File: src/rtl/mem_writer_if.sv
// Bundle of the batch-request and memory-write signals of mem_writer.
// The slave modport is the writer's view; master is the requester/memory side.
interface mem_writer_if #(
    parameter int DATA_W = 8,
    parameter int N_PE   = 4,
    parameter int N_OUT  = 16
);
    logic                            start;
    logic [7:0]                      x;
    logic [7:0]                      y;
    logic [7:0]                      z;
    logic [N_PE*N_OUT*DATA_W-1:0]    pe_data;
    logic                            mem_ready;
    logic                            wr_en;
    logic [7:0]                      wr_addr;
    logic [DATA_W-1:0]               wr_data;
    logic                            busy;
    logic                            done;

    modport master (
        output start, x, y, z, pe_data, mem_ready,
        input  wr_en, wr_addr, wr_data, busy, done
    );

    modport slave (
        input  start, x, y, z, pe_data, mem_ready,
        output wr_en, wr_addr, wr_data, busy, done
    );
endinterface

File: src/rtl/mem_writer.sv
// Writes a latched batch of PE result words to memory, PE-major, with a
// ready/valid write handshake and a one-cycle done pulse at batch end.
module mem_writer #(
    parameter int DATA_W = 8,
    parameter int N_PE   = 4,
    parameter int N_OUT  = 16
) (
    input logic          clk,
    input logic          rst,
    mem_writer_if.slave  bus
);
    localparam int PW  = (N_PE  > 1) ? $clog2(N_PE)  : 1;
    localparam int KIW = (N_OUT > 1) ? $clog2(N_OUT) : 1;
    localparam int KW  = $clog2(N_OUT + 1);

    localparam logic [1:0] ST_IDLE  = 2'd0;
    localparam logic [1:0] ST_WRITE = 2'd1;
    localparam logic [1:0] ST_FIN   = 2'd2;

    logic [1:0]        state_q, state_d;
    logic [PW-1:0]     p_q, p_d;
    logic [KIW-1:0]    k_q, k_d;
    logic [KW-1:0]     cnt_q, cnt_d;
    logic [KW-1:0]     cnt_in;
    logic [7:0]        base_q, base_d;
    logic [7:0]        z_q, z_d;
    logic              load;
    logic              last_k;
    logic              last_p;
    logic              in_write;
    logic [DATA_W-1:0] words_q [N_PE][N_OUT];

    // Word count per channel, clamped to the number of words each PE holds.
    always_comb begin
        if (32'(bus.y) > 32'(N_OUT)) begin
            cnt_in = KW'(N_OUT);
        end else begin
            cnt_in = KW'(bus.y);
        end
    end

    assign last_k   = (KW'(k_q) == (cnt_q - KW'(1)));
    assign last_p   = (p_q == PW'(N_PE - 1));
    assign in_write = (state_q == ST_WRITE);

    // base_q tracks x + p*z incrementally so no multiplier is needed.
    always_comb begin
        state_d = state_q;
        p_d     = p_q;
        k_d     = k_q;
        cnt_d   = cnt_q;
        base_d  = base_q;
        z_d     = z_q;
        load    = 1'b0;
        case (state_q)
            ST_IDLE: begin
                if (bus.start) begin
                    load    = 1'b1;
                    cnt_d   = cnt_in;
                    p_d     = '0;
                    k_d     = '0;
                    base_d  = bus.x;
                    z_d     = bus.z;
                    state_d = (cnt_in == '0) ? ST_FIN : ST_WRITE;
                end
            end
            ST_WRITE: begin
                if (bus.mem_ready) begin
                    if (last_k) begin
                        k_d = '0;
                        if (last_p) begin
                            state_d = ST_FIN;
                        end else begin
                            p_d    = p_q + PW'(1);
                            base_d = base_q + z_q;
                        end
                    end else begin
                        k_d = k_q + KIW'(1);
                    end
                end
            end
            ST_FIN: begin
                state_d = ST_IDLE;
            end
            default: begin
                state_d = ST_IDLE;
            end
        endcase
    end

    always_ff @(posedge clk) begin
        if (rst) begin
            state_q <= ST_IDLE;
            p_q     <= '0;
            k_q     <= '0;
            cnt_q   <= '0;
            base_q  <= '0;
            z_q     <= '0;
        end else begin
            state_q <= state_d;
            p_q     <= p_d;
            k_q     <= k_d;
            cnt_q   <= cnt_d;
            base_q  <= base_d;
            z_q     <= z_d;
        end
    end

    always_ff @(posedge clk) begin
        if (!rst && load) begin
            for (int unsigned p = 0; p < N_PE; p++) begin
                for (int unsigned k = 0; k < N_OUT; k++) begin
                    words_q[p][k] <= bus.pe_data[(p*N_OUT + k)*DATA_W +: DATA_W];
                end
            end
        end
    end

    assign bus.wr_en   = in_write;
    assign bus.wr_addr = in_write ? (base_q + 8'(k_q)) : '0;
    assign bus.wr_data = in_write ? words_q[p_q][k_q] : '0;
    assign bus.busy    = (state_q != ST_IDLE);
    assign bus.done    = (state_q == ST_FIN);

endmodule

File: src/flat_wrapper.sv
// flat-port wrapper written by rule: the top's interface ports become plain ports
module mem_writer_flat 
#(
    parameter int DATA_W = 8,
    parameter int N_PE   = 4,
    parameter int N_OUT  = 16
)
  (clk, rst, bus_start, bus_x, bus_y, bus_z, bus_pe_data, bus_mem_ready, bus_wr_en, bus_wr_addr, bus_wr_data, bus_busy, bus_done);
  mem_writer_if #(.DATA_W(DATA_W), .N_PE(N_PE), .N_OUT(N_OUT)) bus_i ();
  input logic clk;
  input logic rst;
  input wire logic [$bits(bus_i.start)-1:0] bus_start;
  input wire logic [$bits(bus_i.x)-1:0] bus_x;
  input wire logic [$bits(bus_i.y)-1:0] bus_y;
  input wire logic [$bits(bus_i.z)-1:0] bus_z;
  input wire logic [$bits(bus_i.pe_data)-1:0] bus_pe_data;
  input wire logic [$bits(bus_i.mem_ready)-1:0] bus_mem_ready;
  output wire logic [$bits(bus_i.wr_en)-1:0] bus_wr_en;
  output wire logic [$bits(bus_i.wr_addr)-1:0] bus_wr_addr;
  output wire logic [$bits(bus_i.wr_data)-1:0] bus_wr_data;
  output wire logic [$bits(bus_i.busy)-1:0] bus_busy;
  output wire logic [$bits(bus_i.done)-1:0] bus_done;
  assign bus_i.start = bus_start;
  assign bus_i.x = bus_x;
  assign bus_i.y = bus_y;
  assign bus_i.z = bus_z;
  assign bus_i.pe_data = bus_pe_data;
  assign bus_i.mem_ready = bus_mem_ready;
  assign bus_wr_en = bus_i.wr_en;
  assign bus_wr_addr = bus_i.wr_addr;
  assign bus_wr_data = bus_i.wr_data;
  assign bus_busy = bus_i.busy;
  assign bus_done = bus_i.done;
  mem_writer #(.DATA_W(DATA_W), .N_PE(N_PE), .N_OUT(N_OUT)) u_core (.clk(clk), .rst(rst), .bus(bus_i));
endmodule
File: config.mk
export PLATFORM = sky130hd
export DESIGN_NAME = mem_writer_flat
export DESIGN_NICKNAME = d
export VERILOG_FILES = /design/src/rtl/mem_writer_if.sv /design/src/rtl/mem_writer.sv /design/src/flat_wrapper.sv
export SDC_FILE = /design/constraint.sdc
export NUM_CORES = 1
export LEC_CHECK = 0
export CORE_MARGIN = 1
export CORE_UTILIZATION = 44
export CTS_CLUSTER_DIAMETER = 150
export CTS_CLUSTER_SIZE = 16
export DETAILED_ROUTE_END_ITERATION = 10
export PLACE_DENSITY = 0.8
export SKIP_CTS_REPAIR_TIMING = 1
export SLEW_MARGIN = 40
export SYNTH_ARGS = -nofsm -noshare
export SYNTH_HDL_FRONTEND = slang
export SYNTH_SLANG_ARGS = --single-unit
File: constraint.sdc
create_clock -name clk -period 42.8 [get_ports clk]
set_input_delay 12.84 -clock clk [delete_from_list [all_inputs] [get_ports clk]]
set_output_delay 12.84 -clock clk [all_outputs]
set_load 0.02 [all_outputs]
==> results.md <==
* Main combinational cell family by area after synthesis: multiplexers
* Status: finished clean
* Hold Crit Class: flip-flop to flip-flop
* Fmax achieved at ~57 MHz
* TritonRoute pass-1 iters at 5
* Compound-Gate Fraction of Synth Area at 0.03679
* Post-Syn Nets at 1648
* Crit Path Class: flip-flop to output port
* CP Cell Sequence: buf_6 > buf_4 > mux4_2 > mux4_2 > a21oi_1 > o21ai_1 > clkdlybuf4s50_1
* Core Util, Final at 0.6024
* CTS tree: built
* Fillers at roughly 3.5k
* Simple-Gate Fraction of Synth Area at 0.03186
* WL/cell at approximately 26 um
* Most frequent cells in the layout: clkdlybuf4s50_1, edfxtp_1, mux4_2, nand2_1, mux2i_1
* Sequential Power Share at 0.566
* Final ANT Viol Nets at 0
* Xor/xnor share of the synthesized area at 0.006083
* Tightest Pin Transition at between 0.8 and 0.9 ns
* # port buffers at roughly 560
* P_int at about 0.0009 W
* Die ar. at between 40000 and 50000 um^2
* CTS root buffer: clkbuf_16
* Beginning of the worst hold path: u_core.z_q[3]
* Overflow left after global routing at 0
* WP buf/inv at 3
* First-pass GRT wire length at roughly 85000 um
* Largest net degree at the start of global routing at 122
* Final period utilization at 0.4121
* Hold Path End: u_core.z_q[3]
* Synth Cell Area at between 20000 and 25000 um^2
* P_leak at a little over 9 nW
* Clock share of power at 0.303
* RR Endpoint: u_core.words_q[3][40]
* Family with the most delay on the worst path: buffers and inverters
* Yosys top cell by area: edfxtp_1
* Commonest non-fill, non-tap cell in the layout: clkdlybuf4s50_1
* Logic gate share of total power at 0.131
* Place WS at roughly 25 ns
* Worst Skew at ~0.021 ns
* CTS Buf Count at 39
* Setup ws final at roughly 25 ns
* Yosys reg bits at roughly 540
* CP arrival at approximately 4.8 ns
* CP most frequent cell: mux4_2
* Hold Path Depth at 2
* Sequential fraction of the synthesis area at 0.7406
* Nature of the critical path endpoint: output port
* Final nets at ~2.2k
* Main flop type after synthesis: edfxtp_1
* Initial core utilization at 0.4495
* Switching Share at 0.2244
* Switch Pwr at around 0.00025 W
* Final wirelength at approximately 60000 um
* Max Cap Viol at 0
* I/O pin count at about 560
* Crit Path Max Fanout at just over 40
* Worst-Skew Late Latency at around 0.57 ns
* Slew Viols, Final at 0
* Mean post-synth cell area at around 20 um^2
* Total track usage at 0.2391
* Synth area leaders: edfxtp_1, mux4_2, dfxtp_1, mux2i_1, mux2_2
* Initial antenna violation count at 20
* Core region area at a little under 50000 um^2
* Synth-to-layout area growth at 34.01%
* Reg2Reg Depth at 8
* Detailed Place HPWL at about 45000 um
* DR vias at about 13k
* CP max-delay cell: dfxtp_4
* Post-route DRC at 0
* Setup TNS at 0 ns
* Die X at ~220 um
* Clock sink total at between 500 and 600
* # rows at 80
* Slew headroom at 0.4282
* Setup crit start kind: flip-flop
* Vias in the first global route at approximately 14k
* Total design power at approximately 0.0011 W
* Mux cell area share after synthesis at 0.1568
* Final hold vios at 0
* Initial DRC Count at roughly 1.1k
* Maximum VDD drop at roughly 0.000032 V
* WP data required at around 30 ns
* Detailed-route vias per instance at approximately 5.5
* RSZ-0062 raised after global routing: no
* Power Density at approximately 40 nW/um^2
* Layout cells sized above 1 at 0.1217
* Depth of the CTS H-tree at 2
* Area occupied by multi-input gates at roughly 5200 um^2
* Final setup vio count at 0
* Synth Area in Adders at 0.009965
* Post-synth top area share at 0.7119
* Critical Path Max Stage Delay at 0.72 ns
* Ys Warns at 0
* Post-synth EDFFs at around 510
* Area taken by flip-flops and latches at around 16000 um^2
* Async S/R FF share, synth at 0
* Worst reg-to-reg setup slack at around 38 ns
* Post-Syn Instances at about 1.1k
* Min cycle time layout at 17.64 ns
* Final GP Congestion at between 0.8 and 0.9
* Worst flop-to-flop path startpoint: u_core.state_q[0]
* Unique cell type count in the Yosys netlist at 56
* Clock-pin slew of the registers on the worst-case setup and hold paths at roughly 0.07 ns
* Die Height at ~220 um
* Clk buf depth at 3
[cell usage after synthesis, types with 10 or more instances]
| cell | number |
|---|---|
| nand2_1 | 46 |
| dfxtp_1 | 31 |
| mux2_2 | 23 |
| nor2_1 | 43 |
| edfxtp_1 | 512 |
| o22ai_1 | 12 |
| inv_1 | 11 |
| buf_2 | 16 |
| a21oi_1 | 31 |
| clkbuf_1 | 19 |
| mux4_2 | 113 |
| nor3_1 | 10 |
| a22oi_1 | 11 |
| nor2b_1 | 11 |
| nand3_1 | 17 |
| ha_1 | 14 |
| o21ai_0 | 15 |
| mux2i_1 | 45 |
[worst reg2reg max path: cells and delay by family, from the launching register on]
kind / cells / cell delay [ns]
buffers and inverters: 4 / 2.62
AND/OR/NAND/NOR: 3 / 1.10
flip-flops: 1 / 0.48
multiplexers: 1 / 0.14
[sequential cells by signal (all words and copies together) (netlist names), named ones only]
name	cells
u_core.base_q	8
u_core.k_q	4
u_core.words_q	512
u_core.cnt_q	5
u_core.z_q	8
u_core.p_q	2
u_core.state_q	2
[per-stage QoR]
step / std cells / hold slack (ns) / cell area, um^2
finish: 2307 / 0.4742 / 28940
global placement: 2227 / 0.4629 / 27760
global route: 2305 / 0.4932 / 28940
CTS: 2290 / 0.4724 / 28890
floorplan: 1092 / 0.4406 / 21600
detailed placement: 2228 / 0.4552 / 27800
[power groups by stage]
stage                     registers, W  clock network, W  logic (W)
after global routing          0.000642          0.000369   0.000158
final                         0.000639          0.000343   0.000148
after CTS                     0.000640          0.000351   0.000149
after floorplan               0.000676                 0  0.0000707
after global placement        0.000649                 0   0.000145
after detailed placement      0.000651                 0   0.000149
[how the worst max path moves through the flow]
stage / start / to / depth (start not counted)
final: flip-flop / bus_wr_data[2] / 7
after global routing: flip-flop / bus_wr_data[2] / 7
after CTS: flip-flop / bus_wr_data[2] / 7
after detailed placement: bus_mem_ready / u_core.words_q[0][42] / 9
after global placement: bus_mem_ready / u_core.words_q[3][32] / 9
after floorplan: bus_mem_ready / u_core.words_q[0][0] / 5
[logic make-up (layout without fill, tap and decap cells)]
group,count (synthesis),in the layout
AO/OA/AOI/OAI,118,118
multiplexers,186,186
buffers and inverters,65,649
adder cells (fa/ha/maj),16,16
XOR/XNOR,15,15
flip-flops,543,543
other,0,16
AND/OR/NAND/NOR,149,149
[layer usage]
metal | vias up | wire [um] | track usage
met1 | 6362 | 22610 | 0.2933
li1 | 5604 | - | -
met3 | 113 | 5135 | 0.06309
met5 | - | 68 | 0
met4 | 10 | 2210 | 0.1056
met2 | 662 | 30260 | 0.3994
[layout make-up]
| type | count | share of cell area |
|---|---|---|
| Antenna cell | 16 | 0.001383 |
| Sequential cell | 543 | 0.5531 |
| Multi-Input combinational cell | 484 | 0.1806 |
| Tap cell | 615 | 0.02659 |
| Clock buffer | 60 | 0.03644 |
| Inverter | 11 | 0.001427 |
| Clock inverter | 2 | 0.0009943 |
| Timing Repair Buffer | 576 | 0.1994 |
Power figures use the tool's default switching activity.
